**src/rtl/elevator_pkg.sv**
```systemverilog
// ---------------------------------------------------------------------------
// elevator_pkg
// Shared definitions for the elevator subsystem: floor count, floor index
// width, the scheduler state enum and small helpers for one-hot encoding and
// the SCAN target search. Imported by floor_req_scheduler and shared with the
// elevator controller.
// ---------------------------------------------------------------------------
package elevator_pkg;

    localparam int NUM_FLOORS = 4;
    localparam int FLOOR_W    = 2;

    typedef logic [NUM_FLOORS-1:0] floor_mask_t;
    typedef logic [FLOOR_W-1:0]    floor_idx_t;

    typedef enum logic [1:0] {
        IDLE  = 2'd0,
        SERVE = 2'd1,
        DOOR  = 2'd2,
        EMERG = 2'd3
    } sched_state_t;

    // Result of a directional search: whether a floor was found, and which.
    typedef struct packed {
        logic       found;
        floor_idx_t floor;
    } floor_pick_t;

    function automatic floor_mask_t floor_onehot(input floor_idx_t f);
        floor_mask_t m;
        m    = '0;
        m[f] = 1'b1;
        return m;
    endfunction

    // Nearest pending floor strictly above cur. Scanning from the top down
    // lets the last hit be the lowest qualifying floor.
    function automatic floor_pick_t scan_up(input floor_mask_t pend, input floor_idx_t cur);
        floor_pick_t pick;
        pick = '0;
        for (int i = NUM_FLOORS - 1; i >= 0; i--) begin
            if (pend[i] && (i > int'(cur))) begin
                pick.found = 1'b1;
                pick.floor = floor_idx_t'(i);
            end
        end
        return pick;
    endfunction

    // Nearest pending floor strictly below cur. Scanning from the bottom up
    // lets the last hit be the highest qualifying floor.
    function automatic floor_pick_t scan_down(input floor_mask_t pend, input floor_idx_t cur);
        floor_pick_t pick;
        pick = '0;
        for (int i = 0; i < NUM_FLOORS; i++) begin
            if (pend[i] && (i < int'(cur))) begin
                pick.found = 1'b1;
                pick.floor = floor_idx_t'(i);
            end
        end
        return pick;
    endfunction

endpackage

```
**src/rtl/btn_debounce.sv**
```systemverilog
// ---------------------------------------------------------------------------
// btn_debounce
// One call-button input conditioner: 2-flop synchronizer, optional
// consecutive-high filter, and rising-edge detection. press_o pulses for one
// cycle when a press is accepted.
//
// Configuration macro: FLOOR_REQ_DEBOUNCE_EN
//   defined   - a press is accepted on the DEBOUNCE_CYCLES-th consecutive
//               synchronized-high cycle
//   undefined - a press is accepted on the synchronized rising edge and
//               DEBOUNCE_CYCLES has no effect
//
// Ports
//   clk      in  clock
//   reset    in  asynchronous active-high reset
//   btnRaw_i in  raw asynchronous button level
//   press_o  out one-cycle accepted-press pulse
// ---------------------------------------------------------------------------
module btn_debounce #(
    parameter int DEBOUNCE_CYCLES = 4
) (
    input  logic clk,
    input  logic reset,
    input  logic btnRaw_i,
    output logic press_o
);

    logic sync1_q;
    logic sync2_q;

    // Two-stage synchronizer; nothing downstream looks at btnRaw_i directly.
    always_ff @(posedge clk or posedge reset) begin
        if (reset) begin
            sync1_q <= 1'b0;
            sync2_q <= 1'b0;
        end else begin
            sync1_q <= btnRaw_i;
            sync2_q <= sync1_q;
        end
    end

    // A filter length below one is not a meaningful setting; this empty
    // block marks such a build in the elaborated hierarchy.
    if (DEBOUNCE_CYCLES < 1) begin : g_bad_debounce_cycles
    end

`ifdef FLOOR_REQ_DEBOUNCE_EN
    localparam int CNT_W = $clog2(DEBOUNCE_CYCLES + 1);
    localparam logic [CNT_W-1:0] CNT_LAST = CNT_W'(DEBOUNCE_CYCLES - 1);
    localparam logic [CNT_W-1:0] CNT_FULL = CNT_W'(DEBOUNCE_CYCLES);

    logic [CNT_W-1:0] highCnt_q;

    // Counts consecutive synchronized-high cycles and saturates, so one long
    // press produces exactly one accepted pulse.
    always_ff @(posedge clk or posedge reset) begin
        if (reset) begin
            highCnt_q <= '0;
        end else if (!sync2_q) begin
            highCnt_q <= '0;
        end else if (highCnt_q != CNT_FULL) begin
            highCnt_q <= highCnt_q + 1'b1;
        end
    end

    // Fires on the cycle the level has been high DEBOUNCE_CYCLES times in a row.
    assign press_o = sync2_q && (highCnt_q == CNT_LAST);
`else
    logic level_q;

    // Previous synchronized level for rising-edge detection.
    always_ff @(posedge clk or posedge reset) begin
        if (reset) begin
            level_q <= 1'b0;
        end else begin
            level_q <= sync2_q;
        end
    end

    assign press_o = sync2_q & ~level_q;
`endif

endmodule

```
**src/rtl/floor_req_scheduler.sv**
```systemverilog
// ---------------------------------------------------------------------------
// floor_req_scheduler
// Latches call-button presses and hands one target floor at a time to the
// elevator controller using a SCAN policy, then holds the door open for a
// fixed time on arrival. An emergency stop freezes targeting but keeps
// collecting presses.
//
// Configuration macro: FLOOR_REQ_DEBOUNCE_EN (see btn_debounce).
//
// Ports
//   clk            in  clock, rising edge
//   reset          in  asynchronous active-high reset
//   btn[3:0]       in  raw call buttons, bit f = floor f
//   current_floor  in  floor reported by the elevator controller
//   motor_stop     in  elevator is stopped
//   emergency_stop in  emergency stop
//   floor_req[3:0] out one-hot target floor, 0 = none
//   pending[3:0]   out latched unserved requests
//   dir_up         out scan direction, 1 = up
//   door_open      out door-open command
// ---------------------------------------------------------------------------
module floor_req_scheduler
    import elevator_pkg::*;
#(
    parameter int DEBOUNCE_CYCLES = 4,
    parameter int DOOR_CYCLES     = 3
) (
    input  logic                  clk,
    input  logic                  reset,
    input  logic [NUM_FLOORS-1:0] btn,
    input  logic [FLOOR_W-1:0]    current_floor,
    input  logic                  motor_stop,
    input  logic                  emergency_stop,
    output logic [NUM_FLOORS-1:0] floor_req,
    output logic [NUM_FLOORS-1:0] pending,
    output logic                  dir_up,
    output logic                  door_open
);

    localparam int DOOR_W = (DOOR_CYCLES > 1) ? $clog2(DOOR_CYCLES) : 1;
    localparam logic [DOOR_W-1:0] DOOR_LAST = DOOR_W'(DOOR_CYCLES - 1);

    floor_mask_t       press;
    floor_mask_t       clearMask;

    sched_state_t      state_q,     state_d;
    floor_mask_t       pending_q,   pending_d;
    floor_mask_t       floorReq_q,  floorReq_d;
    logic              dirUp_q,     dirUp_d;
    logic              doorOpen_q,  doorOpen_d;
    logic [DOOR_W-1:0] doorCnt_q,   doorCnt_d;
    floor_idx_t        target_q,    target_d;

    floor_pick_t       upPick;
    floor_pick_t       downPick;
    floor_pick_t       ahead;
    floor_pick_t       behind;

    for (genvar f = 0; f < NUM_FLOORS; f++) begin : g_floor
        btn_debounce #(
            .DEBOUNCE_CYCLES(DEBOUNCE_CYCLES)
        ) u_btn (
            .clk     (clk),
            .reset   (reset),
            .btnRaw_i(btn[f]),
            .press_o (press[f])
        );
    end

    // Next-state logic. Emergency overrides every state. Pending is the only
    // register touched in every state: presses always latch, and a clear in
    // the same cycle wins over a fresh press on that floor.
    always_comb begin
        state_d    = state_q;
        floorReq_d = floorReq_q;
        dirUp_d    = dirUp_q;
        doorOpen_d = doorOpen_q;
        doorCnt_d  = doorCnt_q;
        target_d   = target_q;
        clearMask  = '0;

        upPick   = scan_up(pending_q, current_floor);
        downPick = scan_down(pending_q, current_floor);
        ahead    = dirUp_q ? upPick : downPick;
        behind   = dirUp_q ? downPick : upPick;

        if (emergency_stop) begin
            state_d    = EMERG;
            floorReq_d = '0;
            doorOpen_d = 1'b0;
            doorCnt_d  = '0;
        end else begin
            case (state_q)
                IDLE: begin
                    if (pending_q[current_floor] && motor_stop) begin
                        clearMask  = floor_onehot(current_floor);
                        floorReq_d = '0;
                        doorOpen_d = 1'b1;
                        doorCnt_d  = '0;
                        state_d    = DOOR;
                    end else if (pending_q != '0) begin
                        // With nothing strictly ahead or behind, the only
                        // request is the current floor while still moving:
                        // target it directly and keep the direction.
                        if (ahead.found) begin
                            target_d = ahead.floor;
                        end else if (behind.found) begin
                            target_d = behind.floor;
                            dirUp_d  = ~dirUp_q;
                        end else begin
                            target_d = current_floor;
                        end
                        floorReq_d = floor_onehot(target_d);
                        state_d    = SERVE;
                    end
                end
                SERVE: begin
                    if ((current_floor == target_q) && motor_stop) begin
                        clearMask  = floor_onehot(target_q);
                        floorReq_d = '0;
                        doorOpen_d = 1'b1;
                        doorCnt_d  = '0;
                        state_d    = DOOR;
                    end
                end
                DOOR: begin
                    if (doorCnt_q == DOOR_LAST) begin
                        doorOpen_d = 1'b0;
                        doorCnt_d  = '0;
                        state_d    = IDLE;
                    end else begin
                        doorCnt_d = doorCnt_q + 1'b1;
                    end
                end
                EMERG: begin
                    state_d = IDLE;
                end
                default: begin
                    state_d = IDLE;
                end
            endcase
        end

        pending_d = (pending_q | press) & ~clearMask;
    end

    // State and registered outputs.
    always_ff @(posedge clk or posedge reset) begin
        if (reset) begin
            state_q    <= IDLE;
            pending_q  <= '0;
            floorReq_q <= '0;
            dirUp_q    <= 1'b1;
            doorOpen_q <= 1'b0;
            doorCnt_q  <= '0;
            target_q   <= '0;
        end else begin
            state_q    <= state_d;
            pending_q  <= pending_d;
            floorReq_q <= floorReq_d;
            dirUp_q    <= dirUp_d;
            doorOpen_q <= doorOpen_d;
            doorCnt_q  <= doorCnt_d;
            target_q   <= target_d;
        end
    end

    assign floor_req = floorReq_q;
    assign pending   = pending_q;
    assign dir_up    = dirUp_q;
    assign door_open = doorOpen_q;

endmodule

```
**config.mk**
```make
export PLATFORM = sky130hd
export DESIGN_NAME = floor_req_scheduler
export DESIGN_NICKNAME = d
export VERILOG_FILES = /design/src/rtl/elevator_pkg.sv /design/src/rtl/btn_debounce.sv /design/src/rtl/floor_req_scheduler.sv
export SDC_FILE = /design/constraint.sdc
export NUM_CORES = 1
export LEC_CHECK = 0
export ABC_AREA = 0
export ABC_CLOCK_PERIOD_IN_PS = 2100
export BUFFER_PORTS_ARGS = -buffer_cell sky130_fd_sc_hd__buf_4
export CAP_MARGIN = 20
export CORE_AREA = 2 2 58 60
export DETAILED_ROUTE_END_ITERATION = 8
export DIE_AREA = 0 0 60 62
export PLACE_DENSITY_LB_ADDON = 0.25
export SLEW_MARGIN = 30
export SYNTH_ARGS = -nofsm -noshare
export SYNTH_HDL_FRONTEND = slang
export SYNTH_SLANG_ARGS = --single-unit
export TNS_END_PERCENT = 50
```
**constraint.sdc**
```tcl
create_clock -name clk -period 2.1 [get_ports clk]
set_input_delay 0.105 -clock clk [delete_from_list [all_inputs] [get_ports clk]]
set_output_delay 0.105 -clock clk [all_outputs]
set_load 0.02 [all_outputs]
```
## Word-level counts from Yosys, hierarchy flattened

Cells that the tools add are included.

| operators by class | value |
|---|---|
| $add $sub $neg | 1 |
| reduce and logical (&&, ||, !) cells | 21 |
| order comparisons | 12 |
| multiplexer cells | 47 |
| equality and inequality tests | 9 |
| bitwise logic cells | 15 |

Operators by type and width:

| operator | count |
|---|---|
| 2-bit two-way mux | 15 |
| 4-bit two-way mux | 7 |
| 3-bit two-way mux | 8 |
| 4-bit case mux with 2 select lines | 2 |
| 1-bit logical AND | 11 |
| 2-bit by 3-bit < comparator with 1-bit output, second input constant | 3 |
| 3-bit inequality test, second input constant | 3 |
| 3-bit AND reduction | 3 |
| 1-bit two-way mux | 8 |
| 1-bit inverter | 8 |
| 2-bit case mux with 4 select lines | 1 |
| 4-bit AND reduction | 2 |
| 4-bit nonzero test | 2 |
| 1-bit demux with 2-bit select | 3 |
| 2-bit == test, second input constant | 3 |
| 2-bit by 1-bit greater-or-equal comparator with 1-bit output, second input constant | 3 |
| 2-bit case mux with 3 select lines | 1 |
| 6-bit AND reduction | 1 |
| 1-bit bitwise AND | 4 |
| 4-bit bitwise AND | 1 |
| 2-bit greater-than comparator, first input constant | 2 |
| 1-bit by 2-bit < comparator with 1-bit output, first input constant | 2 |
| 4-bit inequality test, second input constant | 1 |
| 4-bit inverter | 1 |
| 10 further kinds | 10 |

| storage, ports and cells | value |
|---|---|
| input port bits | 10 |
| output and inout port bits | 10 |
| bits in registers | 28 |

## Depth between registers and ports, before layout

Gate-level depths: netlist of run 1.

| logic depth | value |
|---|---|
| depth after elaboration | 20 |
| depth in mapped cells | 7 |
| mapped depth without buffers | 6 |

## By module

Synthesis of run 1 repeated with hierarchy kept, for this count alone.

| unflattened totals | value |
|---|---|
| cell total of the unflattened synthesis | 157 |
| area total of the unflattened synthesis | 1577.8 sq um |

Modules (own cells, without submodules):

| module | cells an instance | times used | area an instance (sq um) |
|---|---|---|---|
| floor_req_scheduler | 137 | 1 | 1207.4 |
| btn_debounce | 5 | 4 | 92.6 |

## Worst setup path before layout of run 1

Ideal clock, no wire load.

| timing path | value |
|---|---|
| kind | reg2reg |
| start | reg dirUp_q (netlist: dir_up) |
| end | reg floorReq_q[2] (netlist: floor_req[2]) |
| setup time | 0.121 ns |
| data arrival time | 1.849 ns |
| period minus slack after synthesis | 1.969 ns |
| cell stages (with the launch flop) | 8 |
| buffers on the path | 1 |
| setup slack | 0.131 ns |
| cells stage by stage | dfstp_2 > buf_6 > nand2b_1 > a211oi_1 > a221oi_2 > nor3_1 > or4_4 > a22o_1 |

| between the ends | value |
|---|---|
| cells in the longest elaborated chain, start to end | 15 |

Ends and longest elaborated chain:

| element | RTL line | text |
|---|---|---|
| start: declaration | floor_req_scheduler.sv:49 | `logic dirUp_q, dirUp_d;` |
| start signal: assignment | floor_req_scheduler.sv:161 | `dirUp_q <= dirUp_d;` |
| 3-bit two-way mux | floor_req_scheduler.sv:85 | `behind = dirUp_q ? downPick : upPick;` |
| 2-bit two-way mux | floor_req_scheduler.sv:107 | `end else if (behind.found) begin` |
| 2-bit two-way mux (*) | floor_req_scheduler.sv:105 | `if (ahead.found) begin` |
| 2-bit two-way mux (*) | floor_req_scheduler.sv:101 | `end else if (pending_q != '0) begin` |
| 2-bit two-way mux (*) | floor_req_scheduler.sv:95 | `if (pending_q[current_floor] && motor_stop) begin` |
| 2-bit two-way mux (*) | floor_req_scheduler.sv:93 | `case (state_q)` |
| 2-bit two-way mux (*) | floor_req_scheduler.sv:87 | `if (emergency_stop) begin` |
| 2-bit by 3-bit < comparator with 1-bit output (implied by the code) or 2-bit by 1-bit greater-or-equal comparator with 1-bit output (tied branches) | elevator_pkg.sv:32 | `m[f] = 1'b1;` |
| 1-bit logical AND (implied by the code) | elevator_pkg.sv:32 |  |
| 1-bit two-way mux (implied by the code) | elevator_pkg.sv:32 |  |
| 1-bit demux with 2-bit select (*) | elevator_pkg.sv:32 |  |
| 4-bit two-way mux (*) | floor_req_scheduler.sv:101 |  |
| 4-bit two-way mux (*) | floor_req_scheduler.sv:95 |  |
| 4-bit case mux with 2 select lines (*) | floor_req_scheduler.sv:93 |  |
| 4-bit two-way mux (*) | floor_req_scheduler.sv:87 |  |
| end signal: assignment | floor_req_scheduler.sv:160 | `floorReq_q <= floorReq_d;` |
| end: declaration | floor_req_scheduler.sv:48 | `floor_mask_t floorReq_q, floorReq_d;` |

Every way passes the cells marked *; elsewhere a longest branch is shown, timed or not. The select of a mux whose other input is x is not followed.
A chain may end at the register's enable or synchronous reset.

## Final worst setup path of run 1

Ends and elaborated chain as after synthesis.

==> qor.yml, run 1 <==
die:
  coreArea_sq_um: 3180
  rows: 21
  chipHeight_microns: 62
  initial_core_util_pct: 44.2
  ioPinCount: 20
  dieArea_sq_um: 3720
  die_w_microns: 60
detailed_routing:
  drc_errors: 0
  routed_wirelength_mm: 2.87
  final_antenna_net_count: 0
  wl_per_cell_microns: 13.3
  via_per_inst: 5.41
  vias: 1168
  drtIter0Drc: 72
  dr.pass1.iters: 4
sta:
  fmax_ghz: 0.502
  worst_slew_pin_slew_ns: 0.419
  finClkSkew_ns: 0.0124
  rsz0062_at_grt: "false"
  slew_violations: 0
  finalCritPeriodShare_pct: 94.9
  whs_ns: 0.0680
  fin_crit_ns: 1.99
  finalSetupViolations: 0
  finalSetupTns_ns: 0
  slew_headroom_pct: 72.0
  hold_viol: 0
global_route:
  grt_usage_pct: 17.5
  grt.busiest_layer: "met2"
  grt_use_met2_pct: 28.4
  antenna_found_initial: 0
  grt_pass1_wl_mm: 4.80
  grt_use_met1_pct: 23.5
  gr-usage-met3_pct: 1.86
  grt_max_degree: 29
  grt_overflow: 0
  grt_pass1_vias: 1058
clocking:
  clock_path_buffers: 2
  cts_root_buf: "clkbuf_4"
  cts.clk_slew.worst_paths_ns: 0.15
  numClockSinks: 28
  worstSkewPairLatency_ns: 0.33
  cts_tree: "done"
  htreeDepth: 1
  cts_buffers: 3
outcome:
  run_status: "complete, no violations"
yosys:
  synth_top_area_share_pct: 48.0
  synth-edff-count: 0
  synth_fp_nets: 156
  yosysMostFrequentCell: "dfrtp_1"
  avgSynthCellArea_sq_um: 9.63
  synth_area_leaders: "dfrtp_1 (48%), a21oi_1 (5.3%), o21ai_0 (4.3%), nor2_1 (4.0%), o2bb2ai_1 (2.5%)"
  synthArstFlopShare_pct: 100
  synth_top_flop_cell: "dfrtp_1"
  synth_top_area_cell: "dfrtp_1"
  synth-seq-cells: 28
  synth_area_sq_um: 1410
  synthCells: 146
  yosysUniqueCellTypes: 41
  synth_seq_area_share_pct: 49.9
  yosysWarnings: 0
  synth_common_cells: "dfrtp_1 (27), a21oi_1 (15), nor2_1 (15), o21ai_0 (12), nand2_1 (8)"
place:
  dp_hpwl_mm: 2.11
  port_buffers: 19
  place_congestion: 0.908
  dp_cells: 207
power_and_ir_drop:
  leakage_nw: 0.714
  p_per_area_nw_per_um2: 817
  ir_drop_uv: 469
critical_path:
  critPathKind: "flop to flop"
  crit_path_end_kind: "flop"
  required_ns: 2.33
  start_kind: "flop"
  critPathBufInv: 0
  slowest_delay_ns: 0.64
  crit_fanout: 10
  cpLargestDelayFamily: "simple AND/OR/NAND/NOR gates"
  path_cells: "nand2b_1 -> a211oi_1 -> a221oi_2 -> nor3_1 -> or4_4 -> a22o_1"
  critical_path_arrival_ns: 2.22
  critPathSlowestCell: "dfstp_2"
layout:
  layout-drive-gt1-share_pct: 20.6
  nNetsFinal: 181
  area_growth_pct: 19.9
  fin_cells: 216
  final_util_pct: 53.1
  insertedDiodeCount: 0
worst_hold_path:
  hold_path_class: "input pin to flop"
run:
  maxCapViolations: 0
==> final timing paths <==
path / from / end / slack (ns) / cells past startpoint
worst min register to register: g_floor[3].u_btn.sync1_q / g_floor[3].u_btn.sync2_q / 0.37 / 0
min in group asynchronous: reset / g_floor[2].u_btn.sync2_q / 0.37 / 4
worst max-delay path: dir_up / floor_req[2] / 0.11 / 6
worst max register to register: dir_up / floor_req[2] / 0.11 / 6
worst min-delay path: current_floor[0] / pending[3] / 0.07 / 2
max in group asynchronous: reset / dir_up / 1.42 / 4
==> final cells by class <==
cell class	count	area, sq um
Fill cell	285	1490
Sequential cell	28	703
Multi-Input combinational cell	102	624
Timing Repair Buffer	27	215
Tap cell	46	57.6
Inverter	9	33.8
Clock inverter	1	30.0
Clock buffer	3	22.5
==> power by group <==
part	switching, mW	total, mW	internal (mW)	leakage, nW
Sequential	0.0989	0.702	0.603	0.326
Clock	0.155	0.348	0.193	0.0279
Combinational	0.178	0.329	0.151	0.359
Total	0.432	1.38	0.947	0.714
==> sequential cells by signal, summed over array words and instances (netlist names), 2 cells and up <==
signal and flops:
doorCnt_q 2, floor_req 4, g_floor.u_btn.level_q 4, g_floor.u_btn.sync1_q 4, g_floor.u_btn.sync2_q 4, pending 4, state_q 2, target_q 2
==> per-layer routing <==
metal / up-vias / share of wire, %
met5: - / 0
met4: 0 / 2.3
met3: 6 / 3.6
met2: 34 / 49
met1: 553 / 45
li1: 575 / -
==> cell families (layout without fill, tap and decap cells) <==
| family | count (synthesis) | in the layout | synth area share (%) |
|---|---|---|---|
| XOR/XNOR | 2 | 2 | 1.25 |
| buffers and inverters | 16 | 40 | 5.69 |
| AND/OR/NAND/NOR | 45 | 45 | 16.2 |
| multiplexers | 3 | 3 | 2.14 |
| flip-flops | 28 | 28 | 49.9 |
| AO/OA/AOI/OAI | 52 | 52 | 24.8 |
==> worst register-to-register path: stages, from the launching register on <==
cell      delay, ns
dfstp_2        0.64
nand2b_1       0.16
a211oi_1       0.09
a221oi_2       0.22
nor3_1         0.09
or4_4          0.50
a22o_1         0.19
==> through the flow <==
stage	power, mW	worst slack [ns]	area (sq um)
5_1_grt	1.46	0.0166	1690
4_1_cts	1.39	0.103	1690
2_1_floorplan	0.933	0.131	1410
6_report	1.38	0.107	1690
3_5_place_dp	1.03	0.128	1580
3_3_place_gp	1.02	0.186	1580
==> cells in the final DEF, fill, tap and decap left out, types with 2 or more instances in the layout <==
cell,count
nor2b_1,2
a22o_1,3
dlygate4sd3_1,5
o21ai_0,12
nand3_1,2
nor4_1,3
mux2i_1,3
a21oi_1,15
clkbuf_4,3
dfrtp_1,26
buf_4,22
o22a_1,3
inv_1,7
xor2_1,2
and2_1,2
or4_1,2
nand2_1,8
nor2_1,15
o2bb2ai_1,4
and3_1,2
o21a_1,2
nor3_1,2
a31oi_1,5
a211oi_1,2
==> timing repair <==
item | CTS | global route
setup buffers | 0 | 0
hold buffers | 5 | 0
resized for setup | 0 | 1
endpoints found under the setup margin | 0 | 3
hold endpoints to repair | 31 | 0
(Power assumes the default switching activity.)
==> inputs of run 2 (changes only) <==
--- a/config.mk
+++ b/config.mk
@@ -7,11 +7,11 @@
 export LEC_CHECK = 0
 export ABC_AREA = 0
 export ABC_CLOCK_PERIOD_IN_PS = 2100
-export BUFFER_PORTS_ARGS = -buffer_cell sky130_fd_sc_hd__buf_4
 export CAP_MARGIN = 20
 export CORE_AREA = 2 2 58 60
 export DETAILED_ROUTE_END_ITERATION = 8
 export DIE_AREA = 0 0 60 62
+export DONT_BUFFER_PORTS = 1
 export PLACE_DENSITY_LB_ADDON = 0.25
 export SLEW_MARGIN = 30
 export SYNTH_ARGS = -nofsm -noshare
==> run 2 against run 1 <==
Design area fell by 5.6%; sequential cell count did not move; via count fell by 2.7%; clock power fell by 1%; sequential power rose by 1%; total power fell by 2.2%; combinational power fell by 11%; largest power group unchanged.
==> qor.yml, run 2 (synthesized netlist as in run 1, its figures left out) <==
outcome:
  run_status: "complete, no violations"
critical_path:
  crit_path_end_kind: "flop"
  critical_path_arrival_ns: 2.22  # about the same
  critPathKind: "flop to flop"
  cpLargestDelayFamily: "simple AND/OR/NAND/NOR gates"
  required_ns: 2.33  # about the same
  start_kind: "flop"
  path_cells: "or2_1 -> o2bb2ai_1 -> and3_1 -> or4_4 -> a22o_1"
  slowest_delay_ns: 0.53  # -0.11 ns
  crit_fanout: 9  # -1
  critPathBufInv: 0  # unchanged
  critPathSlowestCell: "or4_4"
clocking:
  worstSkewPairLatency_ns: 0.32  # about the same
  cts_tree: "done"
  cts_buffers: 3  # unchanged
  cts_root_buf: "clkbuf_4"
  numClockSinks: 28  # unchanged
  clock_path_buffers: 2  # unchanged
  ctsResizeCount: 0  # unchanged
  htreeDepth: 1  # unchanged
  cts.clk_slew.worst_paths_ns: 0.14  # about the same
die:
  ioPinCount: 20  # unchanged
  die_w_microns: 60  # unchanged
  chipHeight_microns: 62  # unchanged
  dieArea_sq_um: 3720  # unchanged
  coreArea_sq_um: 3180  # unchanged
  rows: 21  # unchanged
  initial_core_util_pct: 44.2  # unchanged
detailed_routing:
  drtIter0Drc: 81  # +13%
  final_antenna_net_count: 0  # unchanged
  wl_per_cell_microns: 13.9  # +4.7%
  via_per_inst: 5.60  # +3.5%
  drc_errors: 0  # unchanged
  routed_wirelength_mm: 2.82  # -1.6%
  dr.pass1.iters: 4  # unchanged
  vias: 1136  # -2.7%
power_and_ir_drop:
  p_per_area_nw_per_um2: 846  # +3.5%
  leakage_nw: 0.649  # -9.1%
  p_switching_uw: 417  # -3.3%
  clockPowerShare_pct: 25.4  # +0.2 points
  p_comb_share_pct: 21.7  # -2.1 points
  intPower_uw: 930  # -1.7%
  ir_drop_uv: 599  # +28%
  power_switching_share_pct: 31.0  # -0.35 points
  power_frac_seq_pct: 52.8  # +1.9 points
global_route:
  grt_overflow: 0  # unchanged
  grt_pass1_vias: 1102  # +4.2%
  grt_usage_pct: 17.2  # -0.37 points
  grt_max_degree: 29  # unchanged
  grt_pass1_wl_mm: 4.74  # -1.3%
  antenna_found_initial: 0  # unchanged
sta:
  whs_ns: 0.0327  # -0.0353 ns
  hold_viol: 0  # unchanged
  finalSetupTns_ns: 0  # unchanged
  slew_violations: 0  # unchanged
  worst_slew_pin_slew_ns: 0.403  # -0.0163 ns
  fin_crit_ns: 2.00  # +0.00452 ns
  rsz0062_at_grt: "false"
  finalSetupViolations: 0  # unchanged
  setup_ws_ns: 0.102  # -0.00452 ns
  finClkSkew_ns: 0.000609  # -0.0118 ns
  slew_headroom_pct: 73.1  # +1.1 points
  fmax_ghz: 0.501  # -0.23%
  finalCritPeriodShare_pct: 95.1  # +0.22 points
place:
  port_buffers: 0  # -19
  place_congestion: 0.880  # -3.1%
  pre_cts_ws_ns: 0.125  # -0.00312 ns
  dp_hpwl_mm: 2.07  # -2.0%
layout:
  insertedDiodeCount: 0  # unchanged
  layout-drive-gt1-share_pct: 12.1  # -8.5 points
  nNetsFinal: 168  # -7.2%
  layout_common_cells: "dfrtp_1 (27), nor2_1 (15), a21oi_1 (15)"
  area_growth_pct: 13.3
  nFillCells: 304  # +6.7%
  final_common_cell: "dfrtp_1"
run:
  maxCapViolations: 0  # unchanged
worst_hold_path:
  hold_path_class: "input pin to flop"
==> run 2: cell count changes in the layout (fill, tap and decap cells not counted) <==
| cell | previous run | this run |
|---|---|---|
| dfrtp_2 | 1 | 0 |
| dlygate4sd3_1 | 5 | 7 |
| buf_4 | 22 | 7 |
| dfrtp_1 | 26 | 27 |
==> run 2: path summary, 6_finish.rpt <==
kind,startpoint,to,slack (ns),cells past startpoint
worst max-delay path,pending[2],floor_req[2],0.10,5
worst max register to register,pending[2],floor_req[2],0.10,5
max in group asynchronous,reset,dir_up,1.53,3
min in group asynchronous,reset,floor_req[1],0.27,3
worst min register to register,g_floor[2].u_btn.sync1_q,g_floor[2].u_btn.sync2_q,0.37,0
worst min-delay path,emergency_stop,floor_req[0],0.03,2
==> run 2: power by group through the flow <==
stage / Sequential [mW] / Clock (mW) / Combinational (mW)
final: 0.712 / 0.343 / 0.293
after global routing: 0.723 / 0.380 / 0.332
after CTS: 0.709 / 0.356 / 0.295
after detailed placement: 0.720 / 0 / 0.283
after global placement: 0.717 / 0 / 0.276
after floorplan: 0.680 / 0 / 0.254
==> run 2: worst reg2reg max path, cell delays in order (launching register included) <==
cell and delay (ns):
dfrtp_1 0.51, or2_1 0.30, o2bb2ai_1 0.17, and3_1 0.22, or4_4 0.53, a22o_1 0.19
==> run 2: through the flow <==
step | power, mW | utilization (%) | area [sq um] | std cells
after CTS | 1.36 | 50.1 | 1590 | 203
after detailed placement | 1.00 | 46.2 | 1470 | 192
after global placement | 0.993 | 46.2 | 1470 | 192
final | 1.35 | 50.1 | 1590 | 203
after global routing | 1.44 | 50.1 | 1590 | 203
after floorplan | 0.933 | - | 1410 | 146
==> run 2: timing repair <==
item,4_1_cts,5_1_grt
hold buffers,7,0
setup buffers,0,0
endpoints found under the setup margin,0,0
endpoints found under the hold margin,35,0
==> run 2: layout make-up <==
class	count	area, sq um	share of cell area (%)
Sequential cell	28	702	44.1
Multi-Input combinational cell	102	624	39.2
Timing Repair Buffer	14	123	7.70
Tap cell	46	57.6	3.61
Inverter	9	33.8	2.12
Clock inverter	1	30.0	1.89
Clock buffer	3	22.5	1.41
==> run 2: layer usage <==
layer	global-route usage (%)	part of all wire, %	vias to the layer above
met5	0	0	-
met4	9.52	3.4	0
met3	2.69	3.7	9
met2	27.5	46	31
met1	22.4	47	542
li1	-	-	554
==> inputs of run 3 (changes only) <==
--- a/config.mk
+++ b/config.mk
@@ -8,9 +8,9 @@
 export ABC_AREA = 0
 export ABC_CLOCK_PERIOD_IN_PS = 2100
 export CAP_MARGIN = 20
-export CORE_AREA = 2 2 58 60
+export CORE_AREA = 2 2 79 81
 export DETAILED_ROUTE_END_ITERATION = 8
-export DIE_AREA = 0 0 60 62
+export DIE_AREA = 0 0 81 83
 export DONT_BUFFER_PORTS = 1
 export PLACE_DENSITY_LB_ADDON = 0.25
 export SLEW_MARGIN = 30
==> run 3 against run 2 <==
Clock skew increased by 0.0022 ns; utilization decreased by 22 points; combinational power increased by 13%; via count increased by 3.0%; first-iteration DRC count decreased by 23%; highest routed layer unchanged.
==> qor.yml, run 3 (synthesized netlist as in run 1, its figures left out) <==
outcome:
  run_status: "complete, no violations"
place:
  pre_cts_ws_ns: 0.199  # +0.0735 ns
  dp_hpwl_mm: 2.39  # +16%
  port_buffers: 0  # unchanged
  place_congestion: 0.995  # +13%
power_and_ir_drop:
  leakage_nw: 0.663  # +2.2%
  p_per_area_nw_per_um2: 818  # -3.3%
  ir_drop_uv: 278  # -54%
global_route:
  grt_max_degree: 20  # -31%
  grt_overflow: 0  # unchanged
  grt_pass1_wl_mm: 5.42  # +14%
  antenna_found_initial: 0  # unchanged
  grt_pass1_vias: 1175  # +6.6%
  grt_usage_pct: 10.1  # -7.0 points
clocking:
  cts_tree: "done"
  worstSkewPairLatency_ns: 0.27  # -0.05 ns
  clock_path_buffers: 2  # unchanged
  numClockSinks: 28  # unchanged
  htreeDepth: 1  # unchanged
  cts.clk_slew.worst_paths_ns: 0.09  # -0.05 ns
  cts_buffers: 3  # unchanged
  cts_root_buf: "clkbuf_8"
critical_path:
  critical_path_arrival_ns: 2.08  # -0.14 ns
  crit_path_end_kind: "flop"
  critPathKind: "flop to flop"
  start_kind: "flop"
  cpLargestDelayFamily: "simple AND/OR/NAND/NOR gates"
  critPathBufInv: 0  # unchanged
  slowest_delay_ns: 0.58  # +0.05 ns
  crit_fanout: 12  # +3
  critPathSlowestCell: "dfrtp_1"
  required_ns: 2.27  # -0.06 ns
  path_cells: "mux2i_1 -> nor2_1 -> a31oi_1 -> and3_1 -> or4_4 -> a22o_1"
die:
  rows: 28  # +33%
  ioPinCount: 20  # unchanged
  coreArea_sq_um: 5820  # +83%
  initial_core_util_pct: 24.2  # -20 points
  die_w_microns: 81  # +35%
  dieArea_sq_um: 6720  # +81%
  chipHeight_microns: 83  # +34%
sta:
  finalSetupTns_ns: 0  # unchanged
  hold_viol: 0  # unchanged
  finalSetupViolations: 0  # unchanged
  finClkSkew_ns: 0.00283  # +0.00222 ns
  setup_ws_ns: 0.184  # +0.0816 ns
  finalCritPeriodShare_pct: 91.2  # -3.9 points
  whs_ns: 0.0647  # +0.0320 ns
  worst_slew_pin_slew_ns: 0.732  # +0.329 ns
  rsz0062_at_grt: "false"
  slew_headroom_pct: 51.2  # -22 points
  fin_crit_ns: 1.92  # -0.0816 ns
  fmax_ghz: 0.522  # +4.3%
  slew_violations: 0  # unchanged
layout:
  layout-drive-gt1-share_pct: 13.8  # +1.6 points
  nNetsFinal: 171  # +1.8%
  layout_common_cells: "dfrtp_1 (27), nor2_1 (15), a21oi_1 (15)"
  final_util_pct: 28.4  # -22 points
  final_common_cell: "dfrtp_1"
  area_growth_pct: 17.6
  insertedDiodeCount: 0  # unchanged
run:
  maxCapViolations: 0  # unchanged
detailed_routing:
  via_per_inst: 4.98  # -11%
  final_antenna_net_count: 0  # unchanged
  wl_per_cell_microns: 13.6  # -2.3%
  vias: 1170  # +3.0%
  drc_errors: 0  # unchanged
  drtIter0Drc: 62  # -23%
  routed_wirelength_mm: 3.19  # +13%
  dr.pass1.iters: 4  # unchanged
worst_hold_path:
  hold_path_class: "input pin to flop"
run 3: changes by cell type in the layout (fill, tap and decap cells not counted), sizes merged:
cell	delta
buf	+3
bufinv	-1
clkbuf	+1
run 3: area by class of cell:
type | count | area (sq um)
fillers | 653 | 4160
flip-flops and latches | 28 | 702
multi-input cells | 102 | 624
repair buffers | 17 | 145
well taps | 75 | 93.8
clock buffers | 4 | 55.1
inverters | 9 | 33.8
run 3: worst paths after layout:
| path | cells past startpoint | endpoint | from | slack (ns) |
|---|---|---|---|---|
| max | 6 | floor_req[2] | pending[1] | 0.18 |
| min | 3 | doorCnt_q[0] | emergency_stop | 0.06 |
| max reg2reg | 6 | floor_req[2] | pending[1] | 0.18 |
| min reg2reg | 0 | g_floor[3].u_btn.sync2_q | g_floor[3].u_btn.sync1_q | 0.35 |
| max in group asynchronous | 3 | state_q[0] | reset | 1.09 |
| min in group asynchronous | 2 | g_floor[0].u_btn.sync1_q | reset | 0.39 |
run 3: repair_timing:
action                     in CTS  in global routing
setup buffers                   0                  0
gates resized for setup         0                  1
setup endpoints to repair       0                  1
hold buffers                    7                  0
hold endpoints to repair       24                  0
run 3: per-layer routing:
layer	track usage, %	vias up	routed length [microns]
li1	-	559	-
met4	4.93	0	104
met2	16.1	33	1500
met1	13.1	568	1430
met3	1.85	10	163
met5	0	-	0
run 3: worst min-delay path, delay by kind of cell:
| kind | cells | cell delay (ns) |
|---|---|---|
| and+or+nand+nor | 2 | 0.11 |
| AOI/OAI and AO/OA | 1 | 0.08 |
run 3: power breakdown:
| part | internal, mW | switching [mW] | leakage, nW |
|---|---|---|---|
| Sequential | 0.602 | 0.0885 | 0.327 |
| Clock | 0.168 | 0.164 | 0.0288 |
| Combinational | 0.146 | 0.184 | 0.308 |
| Total | 0.916 | 0.436 | 0.663 |
run 3: stage by stage:
| step | cell area (sq um) | cells | total power, mW |
|---|---|---|---|
| floorplan | 1410 | 146 | 0.933 |
| global placement | 1530 | 224 | 1.02 |
| detailed placement | 1530 | 224 | 1.02 |
| global route | 1650 | 235 | 1.44 |
| finish | 1650 | 235 | 1.35 |
| CTS | 1650 | 235 | 1.37 |
